<file path="src/rtl/mbc_power_sequencer_pkg.sv">
// Shared types and constants for the MBC power-gate sequencer.
package mbc_pwr_pkg;

  // Sequencer states; encodings 6 and 7 are unused and recover to SLEEPING.
  typedef enum logic [2:0] {
    SLEEPING = 3'd0,
    WAKE_PWR = 3'd1,
    WAKE_RST = 3'd2,
    AWAKE    = 3'd3,
    SLP_ISO  = 3'd4,
    SLP_RST  = 3'd5
  } state_t;

  localparam int DEF_SETTLE_CYCLES = 4;
  localparam int DEF_GUARD_CYCLES  = 2;
  localparam int DEF_CNT_W         = 8;

  // Control levels presented to the MBC domain while sitting in a state.
  typedef struct packed {
    logic sleep;
    logic iso;
    logic rst;
    logic awake;
    logic busy;
  } pwr_out_t;

  // Output levels per state; anything unrecognised maps to the gated levels.
  function automatic pwr_out_t state_outputs(input state_t s);
    pwr_out_t o;
    case (s)
      SLEEPING: o = '{sleep: 1'b1, iso: 1'b1, rst: 1'b1, awake: 1'b0, busy: 1'b0};
      WAKE_PWR: o = '{sleep: 1'b0, iso: 1'b1, rst: 1'b1, awake: 1'b0, busy: 1'b1};
      WAKE_RST: o = '{sleep: 1'b0, iso: 1'b1, rst: 1'b0, awake: 1'b0, busy: 1'b1};
      AWAKE:    o = '{sleep: 1'b0, iso: 1'b0, rst: 1'b0, awake: 1'b1, busy: 1'b0};
      SLP_ISO:  o = '{sleep: 1'b0, iso: 1'b1, rst: 1'b0, awake: 1'b0, busy: 1'b1};
      SLP_RST:  o = '{sleep: 1'b0, iso: 1'b1, rst: 1'b1, awake: 1'b0, busy: 1'b1};
      default:  o = '{sleep: 1'b1, iso: 1'b1, rst: 1'b1, awake: 1'b0, busy: 1'b0};
    endcase
    return o;
  endfunction

endpackage

</file>
<file path="src/rtl/mbc_power_sequencer_if.sv">
// Request and power-control bundle between the always-on logic and the sequencer.
interface mbc_power_sequencer_if;
  logic SLEEP_REQ;
  logic WAKE_REQ;
  logic MBC_SLEEP;
  logic MBC_SLEEP_B;
  logic MBC_ISOLATE;
  logic MBC_ISOLATE_B;
  logic MBC_RESET;
  logic MBC_RESET_B;
  logic MBC_AWAKE;
  logic SEQ_BUSY;

  // Requester side: raises sleep/wake levels, observes the power controls.
  modport master (
    output SLEEP_REQ, WAKE_REQ,
    input  MBC_SLEEP, MBC_SLEEP_B, MBC_ISOLATE, MBC_ISOLATE_B,
           MBC_RESET, MBC_RESET_B, MBC_AWAKE, SEQ_BUSY
  );

  // Sequencer side: consumes requests, drives the power controls.
  modport slave (
    input  SLEEP_REQ, WAKE_REQ,
    output MBC_SLEEP, MBC_SLEEP_B, MBC_ISOLATE, MBC_ISOLATE_B,
           MBC_RESET, MBC_RESET_B, MBC_AWAKE, SEQ_BUSY
  );
endinterface

</file>
<file path="src/rtl/mbc_power_sequencer_timer.sv">
// Loadable down-counter shared by every timed sequencer state; holds at zero.
module mbc_pwr_timer #(
  parameter int CNT_W = 8
) (
  input  logic             clk_i,
  input  logic             rst_ni,
  input  logic             load_i,
  input  logic [CNT_W-1:0] value_i,
  output logic             zero_o
);

  logic [CNT_W-1:0] cnt_q, cnt_d;

  // Load wins over counting; stop at zero so the flag stays asserted.
  always_comb begin
    cnt_d = cnt_q;
    if (load_i) begin
      cnt_d = value_i;
    end else if (cnt_q != '0) begin
      cnt_d = cnt_q - CNT_W'(1);
    end
  end

  // Counter register.
  always_ff @(posedge clk_i or negedge rst_ni) begin
    if (!rst_ni) begin
      cnt_q <= '0;
    end else begin
      cnt_q <= cnt_d;
    end
  end

  assign zero_o = (cnt_q == '0);

endmodule

</file>
<file path="src/rtl/mbc_power_sequencer.sv">
// Orders isolation, reset and header gating for the MBC domain on sleep and wake.
module mbc_power_sequencer
  import mbc_pwr_pkg::*;
#(
  parameter int SETTLE_CYCLES = DEF_SETTLE_CYCLES,
  parameter int GUARD_CYCLES  = DEF_GUARD_CYCLES,
  parameter int CNT_W         = DEF_CNT_W
) (
  input  logic                  CLKIN,
  input  logic                  RESETn,
  mbc_power_sequencer_if.slave  bus
);

  localparam logic [CNT_W-1:0] SETTLE_LD = CNT_W'(SETTLE_CYCLES - 1);
  localparam logic [CNT_W-1:0] GUARD_LD  = CNT_W'(GUARD_CYCLES - 1);

  state_t           state_q, state_d;
  pwr_out_t         out_d;
  logic             tmr_load;
  logic [CNT_W-1:0] tmr_value;
  logic             tmr_zero;

  logic sleep_q, sleep_b_q, iso_q, iso_b_q, rst_q, rst_b_q, awake_q, busy_q;

  mbc_pwr_timer #(.CNT_W(CNT_W)) u_timer (
    .clk_i   (CLKIN),
    .rst_ni  (RESETn),
    .load_i  (tmr_load),
    .value_i (tmr_value),
    .zero_o  (tmr_zero)
  );

  // Next-state and timer-load decision; power-down is never aborted once begun.
  always_comb begin
    state_d   = state_q;
    tmr_load  = 1'b0;
    tmr_value = '0;
    case (state_q)
      SLEEPING: if (bus.WAKE_REQ) begin
        state_d   = WAKE_PWR;
        tmr_load  = 1'b1;
        tmr_value = SETTLE_LD;
      end
      WAKE_PWR: if (tmr_zero) state_d = WAKE_RST;
      WAKE_RST: state_d = AWAKE;
      AWAKE: if (bus.SLEEP_REQ && !bus.WAKE_REQ) begin
        state_d   = SLP_ISO;
        tmr_load  = 1'b1;
        tmr_value = GUARD_LD;
      end
      SLP_ISO: if (tmr_zero) begin
        state_d   = SLP_RST;
        tmr_load  = 1'b1;
        tmr_value = GUARD_LD;
      end
      SLP_RST: if (tmr_zero) state_d = SLEEPING;
      default: state_d = SLEEPING;
    endcase
  end

  assign out_d = state_outputs(state_d);

  // State and output flops; each complement has its own flop so no port sees decode logic.
  always_ff @(posedge CLKIN or negedge RESETn) begin
    if (!RESETn) begin
      state_q   <= SLEEPING;
      sleep_q   <= 1'b1;
      sleep_b_q <= 1'b0;
      iso_q     <= 1'b1;
      iso_b_q   <= 1'b0;
      rst_q     <= 1'b1;
      rst_b_q   <= 1'b0;
      awake_q   <= 1'b0;
      busy_q    <= 1'b0;
    end else begin
      state_q   <= state_d;
      sleep_q   <= out_d.sleep;
      sleep_b_q <= ~out_d.sleep;
      iso_q     <= out_d.iso;
      iso_b_q   <= ~out_d.iso;
      rst_q     <= out_d.rst;
      rst_b_q   <= ~out_d.rst;
      awake_q   <= out_d.awake;
      busy_q    <= out_d.busy;
    end
  end

  assign bus.MBC_SLEEP     = sleep_q;
  assign bus.MBC_SLEEP_B   = sleep_b_q;
  assign bus.MBC_ISOLATE   = iso_q;
  assign bus.MBC_ISOLATE_B = iso_b_q;
  assign bus.MBC_RESET     = rst_q;
  assign bus.MBC_RESET_B   = rst_b_q;
  assign bus.MBC_AWAKE     = awake_q;
  assign bus.SEQ_BUSY      = busy_q;

endmodule

</file>
<file path="src/flat_wrapper.sv">
// flat-port wrapper written by rule: the top's interface ports become plain ports
module mbc_power_sequencer_flat import mbc_pwr_pkg::*;
#(
  parameter int SETTLE_CYCLES = DEF_SETTLE_CYCLES,
  parameter int GUARD_CYCLES  = DEF_GUARD_CYCLES,
  parameter int CNT_W         = DEF_CNT_W
)
  (CLKIN, RESETn, bus_SLEEP_REQ, bus_WAKE_REQ, bus_MBC_SLEEP, bus_MBC_SLEEP_B, bus_MBC_ISOLATE, bus_MBC_ISOLATE_B, bus_MBC_RESET, bus_MBC_RESET_B, bus_MBC_AWAKE, bus_SEQ_BUSY);
  mbc_power_sequencer_if bus_i ();
  input  logic CLKIN;
  input  logic RESETn;
  input wire logic [$bits(bus_i.SLEEP_REQ)-1:0] bus_SLEEP_REQ;
  input wire logic [$bits(bus_i.WAKE_REQ)-1:0] bus_WAKE_REQ;
  output wire logic [$bits(bus_i.MBC_SLEEP)-1:0] bus_MBC_SLEEP;
  output wire logic [$bits(bus_i.MBC_SLEEP_B)-1:0] bus_MBC_SLEEP_B;
  output wire logic [$bits(bus_i.MBC_ISOLATE)-1:0] bus_MBC_ISOLATE;
  output wire logic [$bits(bus_i.MBC_ISOLATE_B)-1:0] bus_MBC_ISOLATE_B;
  output wire logic [$bits(bus_i.MBC_RESET)-1:0] bus_MBC_RESET;
  output wire logic [$bits(bus_i.MBC_RESET_B)-1:0] bus_MBC_RESET_B;
  output wire logic [$bits(bus_i.MBC_AWAKE)-1:0] bus_MBC_AWAKE;
  output wire logic [$bits(bus_i.SEQ_BUSY)-1:0] bus_SEQ_BUSY;
  assign bus_i.SLEEP_REQ = bus_SLEEP_REQ;
  assign bus_i.WAKE_REQ = bus_WAKE_REQ;
  assign bus_MBC_SLEEP = bus_i.MBC_SLEEP;
  assign bus_MBC_SLEEP_B = bus_i.MBC_SLEEP_B;
  assign bus_MBC_ISOLATE = bus_i.MBC_ISOLATE;
  assign bus_MBC_ISOLATE_B = bus_i.MBC_ISOLATE_B;
  assign bus_MBC_RESET = bus_i.MBC_RESET;
  assign bus_MBC_RESET_B = bus_i.MBC_RESET_B;
  assign bus_MBC_AWAKE = bus_i.MBC_AWAKE;
  assign bus_SEQ_BUSY = bus_i.SEQ_BUSY;
  mbc_power_sequencer #(.SETTLE_CYCLES(SETTLE_CYCLES), .GUARD_CYCLES(GUARD_CYCLES), .CNT_W(CNT_W)) u_core (.CLKIN(CLKIN), .RESETn(RESETn), .bus(bus_i));
endmodule
</file>
<file path="config.mk">
export PLATFORM = sky130hd
export DESIGN_NAME = mbc_power_sequencer_flat
export DESIGN_NICKNAME = d
export VERILOG_FILES = /design/src/rtl/mbc_power_sequencer_pkg.sv /design/src/rtl/mbc_power_sequencer_if.sv /design/src/rtl/mbc_power_sequencer_timer.sv /design/src/rtl/mbc_power_sequencer.sv /design/src/flat_wrapper.sv
export SDC_FILE = /design/constraint.sdc
export NUM_CORES = 1
export LEC_CHECK = 0
export BUFFER_PORTS_ARGS = -buffer_cell sky130_fd_sc_hd__buf_2
export CORE_MARGIN = 2
export CORE_UTILIZATION = 59
export CTS_CLUSTER_SIZE = 16
export DETAILED_ROUTE_END_ITERATION = 6
export PLACE_DENSITY = 0.82
export SETUP_SLACK_MARGIN = 0.5
export SYNTH_ARGS = -nofsm -noshare
export SYNTH_HDL_FRONTEND = slang
export SYNTH_SLANG_ARGS = --single-unit
</file>
<file path="constraint.sdc">
create_clock -name CLKIN -period 3.5 [get_ports CLKIN]
set_input_delay 0.7 -clock CLKIN [delete_from_list [all_inputs] [get_ports CLKIN]]
set_output_delay 0.7 -clock CLKIN [all_outputs]
set_load 0.05 [all_outputs]
</file>
Word-level counts from Yosys, hierarchy flattened
Cells that the tools add are included.
{"block": "classes", "addsub": 1, "n_eq_ne": 10, "muxes": 17, "bitwise": 3, "reduce_logical": 8}
{"op": "$pmux W8 S3", "count": 1}
{"op": "$pmux W3 S6", "count": 1}
{"op": "$mux W8", "count": 2}
{"op": "$mux W3", "count": 5}
{"op": "$pmux W5 S3", "count": 1}
{"op": "$eq A3 B2 Y1 const B", "count": 4}
{"op": "$eq A3 B3 Y1 const B", "count": 4}
{"op": "$logic_not A8 Y1", "count": 1}
{"op": "$reduce_bool A8 Y1", "count": 1}
{"op": "$sub A8 B1 Y8 const B", "count": 1}
{"op": "$eq A3 B1 Y1 const B", "count": 2}
{"op": "$mux W1", "count": 5}
{"op": "$reduce_or A2 Y1", "count": 2}
{"op": "$logic_not A3 Y1", "count": 1}
{"op": "$not A1 Y1", "count": 3}
{"op": "$pmux W1 S3", "count": 1}
{"op": "$mux W2", "count": 1}
{"op": "$reduce_bool A2 Y1", "count": 1}
{"op": "$logic_and A1 B1 Y1", "count": 1}
{"op": "$logic_not A1 Y1", "count": 1}
{"block": "word_totals", "ff_bits": 19, "in_bits": 4, "out_inout_bits": 8, "word_cells": 49}

Logic depth before layout (Yosys ltp)
{"block": "logic_depth", "word_depth": 8, "ltp_mapped": 7, "ltp_nobuf": 6}

Cells and area by module
A second synthesis with hierarchy kept.
{"block": "unflattened", "cells_unflattened": 95, "area_unflattened_um2": 948.4}
{"module": "mbc_pwr_timer", "instances": 1, "cells_per_inst": 54, "area_each_um2": 476.7, "seq_area_each_um2": 200.2}
{"module": "mbc_power_sequencer", "instances": 1, "cells_per_inst": 41, "area_each_um2": 471.7, "seq_area_each_um2": 279.0}

Worst setup path before layout
Ideal clock, no wire load.
{"block": "synth_timing", "kind": "input -> register", "start": "input bus_WAKE_REQ", "end": "register u_core.u_timer.cnt_q[1]", "setup_time_ps": 101, "arrival_time_ps": 1496, "required_ps": 3399, "setup_slack_ps": 1903, "stages": 4, "n_path_buf": 0, "cell_sequence": "or3b_4 > a21oi_4 > nor4b_1 > nor4_1"}
{"block": "synth_via", "elab_chain_len": 5, "word_cells_on_any_way": 9, "cone_classes": "mux: 6; reduce/logical: 3"}
{"item": "start: declaration", "line_no": "flat_wrapper.sv:13", "source": "input wire logic [$bits(bus_i.WAKE_REQ)-1:0] bus_WAKE_REQ;"}
{"item": "$logic_not A1 Y1", "line_no": "mbc_power_sequencer.sv:46", "source": "AWAKE: if (bus.SLEEP_REQ && !bus.WAKE_REQ) begin"}
{"item": "$logic_and A1 B1 Y1", "line_no": "mbc_power_sequencer.sv:46"}
{"item": "$mux W1", "line_no": "mbc_power_sequencer.sv:46"}
{"item": "$pmux W1 S3", "line_no": "mbc_power_sequencer.sv:38", "source": "case (state_q)"}
{"item": "$mux W8 or $reduce_bool A2 Y1 (tied branches)"}
{"item": "end signal: assignment", "line_no": "mbc_power_sequencer_timer.sv:29", "source": "cnt_q <= cnt_d;"}
{"item": "end: declaration", "line_no": "mbc_power_sequencer_timer.sv:12", "source": "logic [CNT_W-1:0] cnt_q, cnt_d;"}
Parallel ways exist; a longest one is shown, timed or not.
A chain may end at the register's enable or synchronous reset.

Worst setup path in the final report
{"block": "layout_timing", "start": "register u_core.sleep_q, in the netlist u_core.bus.MBC_SLEEP", "end": "output bus_MBC_SLEEP"}
{"item": "start: declaration", "line_no": "mbc_power_sequencer.sv:23", "source": "logic sleep_q, sleep_b_q, iso_q, iso_b_q, rst_q, rst_b_q, awake_q, busy_q;"}
{"item": "start signal: assignment", "line_no": "mbc_power_sequencer.sv:77", "source": "sleep_q <= out_d.sleep;"}
{"item": "end: declaration", "line_no": "flat_wrapper.sv:14", "source": "output wire logic [$bits(bus_i.MBC_SLEEP)-1:0] bus_MBC_SLEEP;"}
No word-level cell between the ends.

==> run_results.csv <==
group,metric,value,unit
floorplan,initial_utilization,63.05,%
detailed_routing,firstDrtPassIters,4,
cts,clk_pin_slew,0.10,ns
finish,nNetsFinal,110,
finish,multiInputGateArea,436.7,µm²
synth,ys_top_cells_by_area,"dfrtp_1 (42%), dfstp_2 (8.2%), nor2_1 (4.7%)",
place,dp_hpwl,1257,µm
floorplan,fp.dieH,44.36,µm
finish,design_area,1036,µm²
cts,postCtsHoldBufs,0,
place,post-place-ws,1.719,ns
detailed_routing,drtAntennaViolNets,0,
floorplan,row_count,14,
global_routing,grt.overflow.total,0,
timing,setup_viol,0,
detailed_routing,routed_wl,1714,µm
finish,seqCellArea,479.2,µm²
setup_path,r2r_slack,1.76,ns
synth,synth-simple-area-share,27.21,%
floorplan,dieArea,1967,µm²
synth,synth_largest_area_cell,"dfrtp_1",
setup_path,path_depth,1,
setup_path,crit_path_end_kind,"output port",
detailed_routing,drtIter0Drc,15,
global_routing,antenna_found_initial,0,
run_status,status,"finished clean",
floorplan,io_pins,12,
timing,fin_skew,0.0008742,ns
synth,ys_seq_area_share,49.87,%
setup_path,critical_path_peak_fanout,1,
cts,post_cts_buffers,0,
setup_path,rr_worst_depth,6,
setup_path,crit_required,2.80,ns
timing,layout_setup_ws,1.732,ns
timing,min_period,1.768,ns
timing,drv_slew,0,
detailed_routing,drc_errors,0,
cts,insertion_delay,0.29,ns
setup_path,crit_buf_inv,1,
synth,synth_mux_area_share,1.042,%
synth,synth_top_area_share,41.67,%
floorplan,die_w,44.36,µm
cts,cts_made_buffers,3,
setup_path,cp_cell_sequence,"buf_2",
synth,syn_nets,98,
timing,rsz0062_at_grt,"no",
place,globalplace.congestion,0.7732,
setup_path,crit_slowest_cell,"dfstp_2",
synth,avgSynthCellArea,10.33,µm²
place,placed_area,1010,µm²
floorplan,core,1524,µm²
finish,diodes,0,
run,max-cap-violations,0,
timing,tns,0,ns
synth,synth_top_family_by_area,"simple AND/OR/NAND/NOR gates",
cts,ctsLongestPathBuffers,2,
finish,final_cell_mix,"dfrtp_1 (16), nor2_1 (12), buf_2 (11), nand2_1 (6), a21oi_1 (6)",
timing,finalCritPeriodShare,50.51,%
setup_path,cp_top_family,"flip-flops",
synth,synth_area,960.9,µm²
finish,nFillCells,128,
power_and_ir_drop,p_per_area,862.2,nW/µm²
power_and_ir_drop,p_leak,0.4564,nW
place,portBuffers,11,
timing,relSlewSlack,65.09,%
global_routing,grt_usage,20.29,%
setup_path,cp_data_arrival_time,1.07,ns
power_and_ir_drop,power.total,0.8932,mW
finish,post_route_cells_drive_above_1_share,25.96,%
finish,syn2layout_area_growth,7.812,%
detailed_routing,post_drt_via_cell_ratio,5.917,
worst_hold_path,hp-class,"in -> async",
setup_path,r2r_start,"u_core.u_timer.cnt_q[0]",
cts,ctsResizeCount,0,
setup_path,critPathMaxStageDelay,0.53,ns
setup_path,startpoint_type,"flip-flop",
synth,synth_xor_area_share,0.9115,%
synth,ys_seq_elements,19,
detailed_routing,wl_per_cell,14.28,µm
power_and_ir_drop,peakVddDrop,0.0004831,V
finish,layout_commonest_cell,"dfrtp_1",
synth,yosys_warnings,0,
setup_path,critPathCapture,"bus_MBC_SLEEP",
cts,root_buffer,"clkbuf_4",
global_routing,grt_start_max_net_pins,20,
detailed_routing,num_vias,710,
setup_path,rr_endpoint,"u_core.state_q[1]",
setup_path,worstSetupStartpoint,"u_core.bus.MBC_SLEEP",
cts,cts.sinks,19,
timing,worst_slew_pin_slew,0.5189,ns
timing,hold_viol_final,0,
timing,max_freq,0.5656,GHz
cts,htree_levels,1,
synth,synthCells,93,
synth,synthAdderAreaFrac,1.302,%
cts,tritoncts,"done",
synth,ys_types,40,
global_routing,grt_pass1_vias,655,
setup_path,worst-setup-path-type,"reg -> out",
synth,synth_compound_area_share,14.97,%
global_routing,grt_first_pass_wirelength,2898,µm
## power by group
group / switching, mW / internal (mW)
combinational: 0.247 / 0.143
sequential: 0.0918 / 0.306
clock: 0.0615 / 0.0443
## worst min path at each step
stage / from / endpoint / slack, ns / cells after the start
2_1_floorplan: RESETn / u_core.bus.MBC_AWAKE / 0.40 / 0
3_3_place_gp: u_core.u_timer.cnt_q[6] / u_core.u_timer.cnt_q[6] / 0.57 / 2
3_5_place_dp: u_core.u_timer.cnt_q[6] / u_core.u_timer.cnt_q[6] / 0.57 / 2
4_1_cts: RESETn / u_core.bus.MBC_AWAKE / 0.33 / 1
5_1_grt: RESETn / u_core.u_timer.cnt_q[3] / 0.34 / 1
6_report: RESETn / u_core.bus.SEQ_BUSY / 0.32 / 1
## synthesized netlist by cell type
library cell   n
a221oi_2       1
mux2i_1        1
and4bb_2       1
nor2_1        12
buf_2          3
dfstp_2        3
inv_1          5
ha_1           1
and2b_2        1
and2_1         1
or2b_1         2
a21oi_1        6
nor3_1         2
nand2b_1       4
o21a_1         1
a31oi_1        1
o31ai_2        1
nand2_1        6
dfrtp_1       16
o21ai_0        3
or3_1          1
nand4b_1       1
nor2b_1        2
nor4b_4        1
a21boi_1       1
or4_1          1
o22ai_1        1
or3b_4         1
nor4b_1        1
xnor2_1        1
buf_6          1
a21o_1         1
nand2_2        1
a21oi_4        1
or2_2          1
o32ai_1        1
nand3b_1       1
nand3_1        1
nor4_1         2
o21bai_2       1
## metal layers
metal  global-route usage (%)  share of wire [%]  routed length [µm]
met5                        0                  0                   0
met3                    4.082                3.6                  61
met2                    32.94                 48                 817
met4                    7.273                1.9                  33
met1                    27.08                 47                 801
## area by class of cell
type                    instances  share of cell area (%)
flip-flops and latches         19                   46.26
multi-input cells              65                   42.15
repair buffers                 11                   5.314
clock buffers                   4                   2.536
well taps                      16                   1.932
inverters                       5                   1.812
## per-stage QoR
| step | hold slack, ns | util [%] | std cells |
|---|---|---|---|
| after floorplan | 0.4044 | - | 93 |
| after global placement | 0.5701 | 66.26 | 116 |
| after CTS | 0.3329 | 67.98 | 120 |
| after detailed placement | 0.5679 | 66.26 | 116 |
| final | 0.3230 | 67.98 | 120 |
| after global routing | 0.3449 | 67.98 | 120 |
## kinds of logic after synthesis
logic type | after synthesis
and+or+nand+nor | 43
AOI/OAI and AO/OA | 19
DFF | 19
buffers and inverters | 9
xor gates and xnor gates | 1
muxes | 1
adders and majority gates | 1
## flip-flops by register name, indices dropped and copies added (netlist names)
name and count:
u_core.u_timer.cnt_q 8, u_core.state_q 3, u_core.bus.MBC_AWAKE 1, u_core.bus.MBC_ISOLATE 1, u_core.bus.MBC_ISOLATE_B 1, u_core.bus.MBC_RESET 1, u_core.bus.MBC_RESET_B 1, u_core.bus.MBC_SLEEP 1
u_core.bus.MBC_SLEEP_B 1, u_core.bus.SEQ_BUSY 1
Power figures use the tool's default switching activity.
